`src/rtl/knn_vote.sv`:
```
// rtl/knn_vote.sv - majority vote over the K nearest-neighbour labels
//
// Purpose: collects NBR_KNN (label, distance) pairs after a start, counts
// votes per label, then scans the per-label counters one index per cycle
// and reports the label with the most votes.
// Ports:
//   clk, rst          clock, asynchronous active-high reset
//   en                global enable, low freezes all state
//   start             begin a new vote (IDLE only)
//   lbl_valid, lbl_in, dist_in   neighbour input, accepted while ready
//   ready             high in COLLECT
//   done              one-cycle result strobe
//   winner, winner_votes         result, held until the next result
//   err               sticky out-of-range label flag for the current vote
// Compile option: KNN_VOTE_DIST_TIEBRK_EN - break equal vote counts by the
// smallest neighbour distance seen for each label.

module knn_vote #(
    parameter int DATA_W     = 32,
    parameter int NBR_LABELS = 4,
    parameter int NBR_KNN    = 4,
    parameter int LABEL_BITS = 8
) (
    input  logic                  clk,
    input  logic                  rst,
    input  logic                  en,
    input  logic                  start,
    input  logic                  lbl_valid,
    input  logic [LABEL_BITS-1:0] lbl_in,
    input  logic [DATA_W-1:0]     dist_in,
    output logic                  ready,
    output logic                  done,
    output logic [LABEL_BITS-1:0] winner,
    output logic [7:0]            winner_votes,
    output logic                  err
);

    localparam int CW = $clog2(NBR_KNN + 1);
    localparam int IW = (NBR_LABELS > 1) ? $clog2(NBR_LABELS) : 1;

    typedef enum logic [1:0] {IDLE, COLLECT, SCAN, DONE} state_t;

    state_t          state;
    state_t          state_nx;

    logic [CW-1:0]   cnt [NBR_LABELS];
    logic [CW-1:0]   acc;
    logic [IW-1:0]   idx;
    logic [IW-1:0]   best_idx;
    logic [CW-1:0]   best_cnt;
    logic [CW-1:0]   cur_cnt;
    logic [CW-1:0]   cand_cnt;
    logic [IW-1:0]   cand_idx;
    logic            take;
    logic            xfer;
    logic            last_xfer;
    logic            scan_last;
    logic            in_range;

`ifdef KNN_VOTE_DIST_TIEBRK_EN
    logic [DATA_W-1:0] dmin [NBR_LABELS];
    logic [DATA_W-1:0] best_d;
    logic [DATA_W-1:0] cur_d;
`else
    logic unused_dist;
    assign unused_dist = ^dist_in;
`endif

    assign ready     = (state == COLLECT);
    assign done      = (state == DONE);
    assign xfer      = ready && lbl_valid && en;
    assign last_xfer = xfer && (acc == CW'(NBR_KNN - 1));
    assign scan_last = (idx == IW'(NBR_LABELS - 1));
    assign in_range  = (lbl_in < LABEL_BITS'(NBR_LABELS));

    always_ff @(posedge clk or posedge rst) begin
        if (rst) begin
            state <= IDLE;
        end else begin
            state <= state_nx;
        end
    end

    always_comb begin
        state_nx = state;
        if (en) begin
            case (state)
                IDLE:    if (start) state_nx = COLLECT;
                COLLECT: if (last_xfer) state_nx = SCAN;
                SCAN:    if (scan_last) state_nx = DONE;
                DONE:    state_nx = IDLE;
                default: state_nx = IDLE;
            endcase
        end
    end

    // Counter at the current scan index.
    always_comb begin
        cur_cnt = '0;
`ifdef KNN_VOTE_DIST_TIEBRK_EN
        cur_d = '1;
`endif
        for (int i = 0; i < NBR_LABELS; i++) begin
            if (idx == IW'(i)) begin
                cur_cnt = cnt[i];
`ifdef KNN_VOTE_DIST_TIEBRK_EN
                cur_d = dmin[i];
`endif
            end
        end
    end

    // Strictly-greater replacement keeps the lower index on ties; the
    // optional rule lets a strictly closer neighbour win an equal count.
    always_comb begin
`ifdef KNN_VOTE_DIST_TIEBRK_EN
        take = (cur_cnt > best_cnt) ||
               ((cur_cnt == best_cnt) && (cur_d < best_d));
`else
        take = (cur_cnt > best_cnt);
`endif
        cand_cnt = take ? cur_cnt : best_cnt;
        cand_idx = take ? idx : best_idx;
    end

    always_ff @(posedge clk or posedge rst) begin
        if (rst) begin
            for (int i = 0; i < NBR_LABELS; i++) begin
                cnt[i] <= '0;
`ifdef KNN_VOTE_DIST_TIEBRK_EN
                dmin[i] <= '1;
`endif
            end
`ifdef KNN_VOTE_DIST_TIEBRK_EN
            best_d <= '1;
`endif
            acc          <= '0;
            idx          <= '0;
            best_idx     <= '0;
            best_cnt     <= '0;
            winner       <= '0;
            winner_votes <= '0;
            err          <= 1'b0;
        end else if (en) begin
            case (state)
                IDLE: begin
                    if (start) begin
                        for (int i = 0; i < NBR_LABELS; i++) begin
                            cnt[i] <= '0;
`ifdef KNN_VOTE_DIST_TIEBRK_EN
                            dmin[i] <= '1;
`endif
                        end
                        acc <= '0;
                        err <= 1'b0;
                    end
                end
                COLLECT: begin
                    if (lbl_valid) begin
                        if (acc != CW'(NBR_KNN)) acc <= acc + 1'b1;
                        if (!in_range) err <= 1'b1;
                        for (int i = 0; i < NBR_LABELS; i++) begin
                            if (lbl_in == LABEL_BITS'(i)) begin
                                if (cnt[i] != CW'(NBR_KNN)) cnt[i] <= cnt[i] + 1'b1;
`ifdef KNN_VOTE_DIST_TIEBRK_EN
                                if (dist_in < dmin[i]) dmin[i] <= dist_in;
`endif
                            end
                        end
                        if (last_xfer) begin
                            idx      <= '0;
                            best_idx <= '0;
                            best_cnt <= '0;
`ifdef KNN_VOTE_DIST_TIEBRK_EN
                            best_d   <= '1;
`endif
                        end
                    end
                end
                SCAN: begin
                    best_cnt <= cand_cnt;
                    best_idx <= cand_idx;
`ifdef KNN_VOTE_DIST_TIEBRK_EN
                    best_d   <= take ? cur_d : best_d;
`endif
                    idx <= idx + 1'b1;
                    if (scan_last) begin
                        winner       <= LABEL_BITS'(cand_idx);
                        winner_votes <= 8'(cand_cnt);
                    end
                end
                default: ;
            endcase
        end
    end

endmodule

```
`config.mk`:
```
export PLATFORM = sky130hd
export DESIGN_NAME = knn_vote
export DESIGN_NICKNAME = d
export VERILOG_FILES = /design/src/rtl/knn_vote.sv
export SDC_FILE = /design/constraint.sdc
export NUM_CORES = 1
export LEC_CHECK = 0
export ABC_AREA = 1
export BUFFER_PORTS_ARGS = -buffer_cell sky130_fd_sc_hd__buf_2
export CELL_PAD_IN_SITES_DETAIL_PLACEMENT = 1
export CELL_PAD_IN_SITES_GLOBAL_PLACEMENT = 2
export CORE_UTILIZATION = 29
export CTS_BUF_LIST = sky130_fd_sc_hd__clkbuf_2
export DETAILED_ROUTE_END_ITERATION = 12
export PLACE_DENSITY_LB_ADDON = 0.1
export SLEW_MARGIN = 15
export SYNTH_ARGS = -nofsm -noshare
export SYNTH_HDL_FRONTEND = slang
export SYNTH_SLANG_ARGS = --single-unit
```
`constraint.sdc`:
```
create_clock -name clk -period 2.67 [get_ports clk]
set_clock_uncertainty 0.15 [all_clocks]
set_input_delay 0.1335 -clock clk [delete_from_list [all_inputs] [get_ports clk]]
set_output_delay 0.1335 -clock clk [all_outputs]
set_load 0.005 [all_outputs]
```
Word-level counts from Yosys, hierarchy flattened
Index checks and enable logic that the tools add are counted.
{"block": "op_classes", "addsub": 6, "multipliers": 0, "div": 0, "order_cmp": 2, "eq_ne": 29, "shift": 0, "n_mux": 36, "n_bitwise": 0, "n_reduce_logical": 17}
{"cell": "two-way mux 3 bit", "n": 18}
{"cell": "two-way mux 12 bit", "n": 2}
{"cell": "case mux 12 bit (2 select lines)", "n": 1}
{"cell": "AND reduction 6 bit", "n": 4}
{"cell": "!= test 2 x 1 -> 1 bit, second input constant", "n": 10}
{"cell": "equality test 8 x 2 -> 1 bit, second input constant", "n": 2}
{"cell": "adder 3 x 1 -> 3 bit, second input constant", "n": 5}
{"cell": "!= test 3 bit, second input constant", "n": 5}
{"cell": "two-way mux 2 bit", "n": 6}
{"cell": "case mux 3 bit (2 select lines)", "n": 2}
{"cell": "AND reduction 5 bit", "n": 2}
{"cell": "equality test 2 bit, second input constant", "n": 4}
{"cell": "equality test 8 x 1 -> 1 bit, second input constant", "n": 1}
{"cell": "zero test 8 bit", "n": 1}
{"cell": "< comparator 8 x 3 -> 1 bit, second input constant", "n": 1}
{"cell": "!= test 2 bit, second input constant", "n": 4}
{"cell": "case mux 2 bit (2 select lines)", "n": 2}
{"cell": "case mux 2 bit (4 select lines)", "n": 1}
{"cell": "AND reduction 4 bit", "n": 2}
{"cell": "equality test 2 x 1 -> 1 bit, second input constant", "n": 2}
{"cell": "zero test 2 bit", "n": 2}
{"cell": "nonzero test 2 bit", "n": 2}
{"cell": "equality test 3 x 2 -> 1 bit, second input constant", "n": 1}
{"cell": "greater-than comparator 3 bit", "n": 1}
{"cell": "5 further kinds", "n": 9}
{"block": "totals", "regBits": 30, "latchBits": 0, "ram_bits": 0, "mem_bits_ro": 0, "input_bits": 45, "out_inout_bits": 19, "word_cells": 102, "mem_count": 0}

Depth between registers and ports, before layout
{"block": "logic_depth", "word_depth": 8, "depth_mapped": 17, "depth_no_buf": 17}

Worst setup path after synthesis
OpenSTA, ideal clock, no wires.
{"block": "synth_path", "path_kind": "register to register", "start": "register idx[0]", "end": "register winner[0]", "setup_ns": 0.118, "t_arrival_ns": 1.882, "required_ns": 2.402, "slack_ns": 0.520, "stages_incl_launch_ff": 13, "synth_period_minus_slack_ns": 2.150, "cell_sequence": "dfrtp_1 ha_1 clkbuf_1 a21oi_1 a21boi_0 ha_1 nand2_1 nor2_1 nor2_1 nor2_1 nand2_1 nand3_1 nand2_1"}
{"block": "synth_between", "elab_chain_cells": 7, "elab_cells_between_ends": 11, "classes_between": "order compare: 1; eq/ne: 3; mux: 5; reduce/logical: 2"}
{"element": "from (decl)", "line": "48", "text": "logic [IW-1:0] idx;"}
{"element": "from (signal assigned)", "line": "186", "text": "idx <= idx + 1'b1;"}
{"element": "zero test 2 bit", "line": "104", "text": "if (idx == IW'(i)) begin"}
{"element": "two-way mux 3 bit (4 in a row)", "line": "104"}
{"element": "greater-than comparator 3 bit", "line": "120", "text": "take = (cur_cnt > best_cnt);"}
{"element": "two-way mux 2 bit", "line": "123", "text": "cand_idx = take ? idx : best_idx;"}
{"element": "to (signal assigned)", "line": "188", "text": "winner <= LABEL_BITS'(cand_idx);"}
{"element": "to (decl)", "line": "33", "text": "output logic [LABEL_BITS-1:0] winner,"}
Several ways; a longest one is shown, not always the timed one.
A chain may end at the register's enable or synchronous reset.

Worst setup path in the final report
{"block": "layout_path", "start": "register idx[1]", "end": "register winner_votes[0]"}
{"block": "layout_between", "elab_chain_cells": 7, "elab_cells_between_ends": 11, "classes_between": "order compare: 1; eq/ne: 3; mux: 5; reduce/logical: 2"}
{"element": "zero test 2 bit", "line": "104"}
{"element": "two-way mux 3 bit (4 in a row)", "line": "104"}
{"element": "greater-than comparator 3 bit", "line": "120"}
{"element": "two-way mux 3 bit", "line": "122", "text": "cand_cnt = take ? cur_cnt : best_cnt;"}
{"element": "to (signal assigned)", "line": "189", "text": "winner_votes <= 8'(cand_cnt);"}
{"element": "to (decl)", "line": "34", "text": "output logic [7:0] winner_votes,"}
Several ways; a longest one is shown, not always the timed one.

==> impl_metrics.yaml <==
final_layout:
  post-route-util_pct: 33.5
  fin_nets: 392
  mostFrequentLayoutCells: "nand2_1 (94), inv_1 (33), nand3_1 (32), dfrtp_1 (30), ha_1 (22)"
  area_growth_syn_to_layout_pct: 12.1
  drive_gt1_share_pct: 14.2
  final_common_cell: "nand2_1"
  antennaDiodeCount: 0
  fin_cells: 424
floorplan:
  die_area_um2: 7820
  start_util_pct: 29.9
  die_w_um: 88.4
  fp-row-count: 31
  top_level_ports: 64
  core_um2: 7250
  fp.dieH_um: 88.4
yosys:
  ys_ff_latch: 30
  seq_area_frac_synth_pct: 34.7
  yosysWarnings: 0
  synth_cell_type_count: 25
  syn_area_um2: 2170
  netlist_instances: 295
  avgSynthCellArea_um2: 7.34
setup_path:
  r2r_slack_ns: 0.22
  worstReg2RegStart: "idx[1]"
  arrival_ns: 2.59
  start_kind: "register"
  path_cells: "inv_1 > ha_2 > inv_1 > nand2_1 > nand3_1 > a21boi_1 > ha_1 > nand2_1 > nor2_1 > o21bai_1 > buf_4 > nand2_1 > nand3_1 > nand2_1"
  critPathCaptureType: "register"
  cpPeakStageDelay_ns: 0.45
  worst_r2r_path_depth: 14
  path_class: "reg -> reg"
  crit_path_frequent_cell: "nand2_1"
  path_max_fanout: 4
  required_ns: 2.81
  cp_num_buf_inv: 3
  cp_top_family: "simple AND/OR/NAND/NOR gates"
  r2r_end: "winner_votes[0]"
  cp_slowest_cell: "dfrtp_1"
hold_path:
  whs_path_depth: 5
  worstHoldStart: "lbl_in[0]"
  hp-class: "in -> reg"
  whs_endpoint: "cnt[8]"
clocking:
  ctsHtreeMaxLevel: 2
  cts_root_buffer: "clkbuf_2"
  cts_tree: "built"
  clkLatencyLatePin_ns: 0.37
  clkSinkCount: 30
  cts_buffer_depth: 2
  cts.clk_slew.worst_paths_ns: 0.18
  cts_made_buffers: 5
timing:
  finalHoldViolCount: 0
  final_max_slew_viol_count: 0
  rsz0062_at_grt: "no"
  fin_crit_sh_pct: 91.8
  setup_tns_ns: 0
  fmax_mhz: 408
  setup_viol: 0
  period_minus_slack_ns: 2.45
drt:
  drt_iter0_drc: 60
  drc: 0
  vias: 1868
  ant_nets: 0
  routedWlPerCell_um: 12.5
  routed_wl_um: 5280
  first_pass_iters: 4
  viasPerCell: 4.41
grt:
  grt_usage_pct: 15.3
  grt_overflow: 0
  grt_max_degree: 31
  grt_pass1_wl_um: 8990
  grt_pass1_vias: 1847
  antenna_found_initial: 0
run:
  max_cap_violations: 0
pwr:
  finalPower_mw: 2.20
  power.density_nw_per_um2: 904
  p_leak_nw: 1.32
  vdd_drop_max_mv: 0.476
placed_design:
  placed_cells: 414
  gp_congestion: 0.727
  portBuffers: 20
  hpwl_um: 4050
status:
  status: "completed"
[worst max path at each step]
stage	startpoint	endpoint	slack, ns	cells after the start
floorplan	idx[0]	winner[0]	0.52	12
global placement	idx[1]	winner_votes[0]	0.12	14
detailed placement	idx[1]	winner_votes[0]	0.11	14
CTS	idx[1]	winner_votes[1]	0.06	14
global route	idx[0]	winner[1]	0.0007	15
finish	idx[1]	winner_votes[0]	0.22	14
[layout make-up]
cell class,instances,area (um2)
inverters,39,146
well taps,99,124
multi-input cells,221,1210
clock inverters,3,16.3
fillers,928,4820
repair buffers,27,158
flip-flops and latches,30,751
clock buffers,5,25.0
[cell usage after synthesis, drive strengths merged]
library cell | count | area share, %
a21boi | 1 | 0.35
a21oi | 8 | 2.4
buf | 13 | 4.9
clkbuf | 2 | 0.35
clkinv | 1 | 0.17
conb | 1 | 0.17
dfrtp | 30 | 35
ha | 23 | 13
inv | 38 | 6.6
nand2 | 96 | 17
nand3 | 32 | 7.4
nand4 | 9 | 2.6
nor2 | 24 | 5.3
o211ai | 1 | 0.35
o21ai | 11 | 2.5
o21bai | 1 | 0.35
xnor2 | 4 | 1.6
[sequential cells by signal, summed over array words and instances, names as in the netlist]
name	cells
idx	2
err	1
state	2
cnt	12
winner	2
acc	3
best_cnt	3
winner_votes	3
best_idx	2
[timing repair]
item,4_1_cts,5_1_grt
hold buffers,2,0
hold endpoints to repair,31,0
setup endpoints to repair,0,10
resized for setup,0,6
setup buffers,0,0
[power breakdown]
part / leakage (nW) / switching, mW / internal, mW
Clock: 0.0264 / 0.180 / 0.0598
Sequential: 0.403 / 0.0849 / 0.572
Combinational: 0.886 / 0.842 / 0.457
Total: 1.32 / 1.11 / 1.09
[per-stage QoR]
step / hold WS, ns / area [um2] / setup slack, ns
4_1_cts: 0.00495 / 2410 / 0.0646
2_1_floorplan: 0.0743 / 2200 / 0.520
6_report: 0.0378 / 2430 / 0.218
5_1_grt: 0.0384 / 2430 / 0.000675
3_3_place_gp: 0.102 / 2350 / 0.118
3_5_place_dp: 0.103 / 2350 / 0.110
[worst min-delay path: stages]
cell	delay, ns
buf_2	0.11
nand3_1	0.08
o21ai_1	0.09
nand4_1	0.08
nand2_1	0.05
[cells by family after synthesis]
family	Yosys count	synth area share (%)
other	1	0.173
xor gates and xnor gates	4	1.62
adders and majority gates	23	13.3
buffers and inverters	54	12.0
and+or+nand+nor	161	32.4
DFF	30	34.7
AOI/OAI and AO/OA	22	5.95
[metal layers]
metal	wire length, um	track usage [%]
met1	2720	21.0
met2	2390	24.3
met3	109	2.80
met4	63	4.84
met5	0	0
Power figures use the tool's default switching activity.
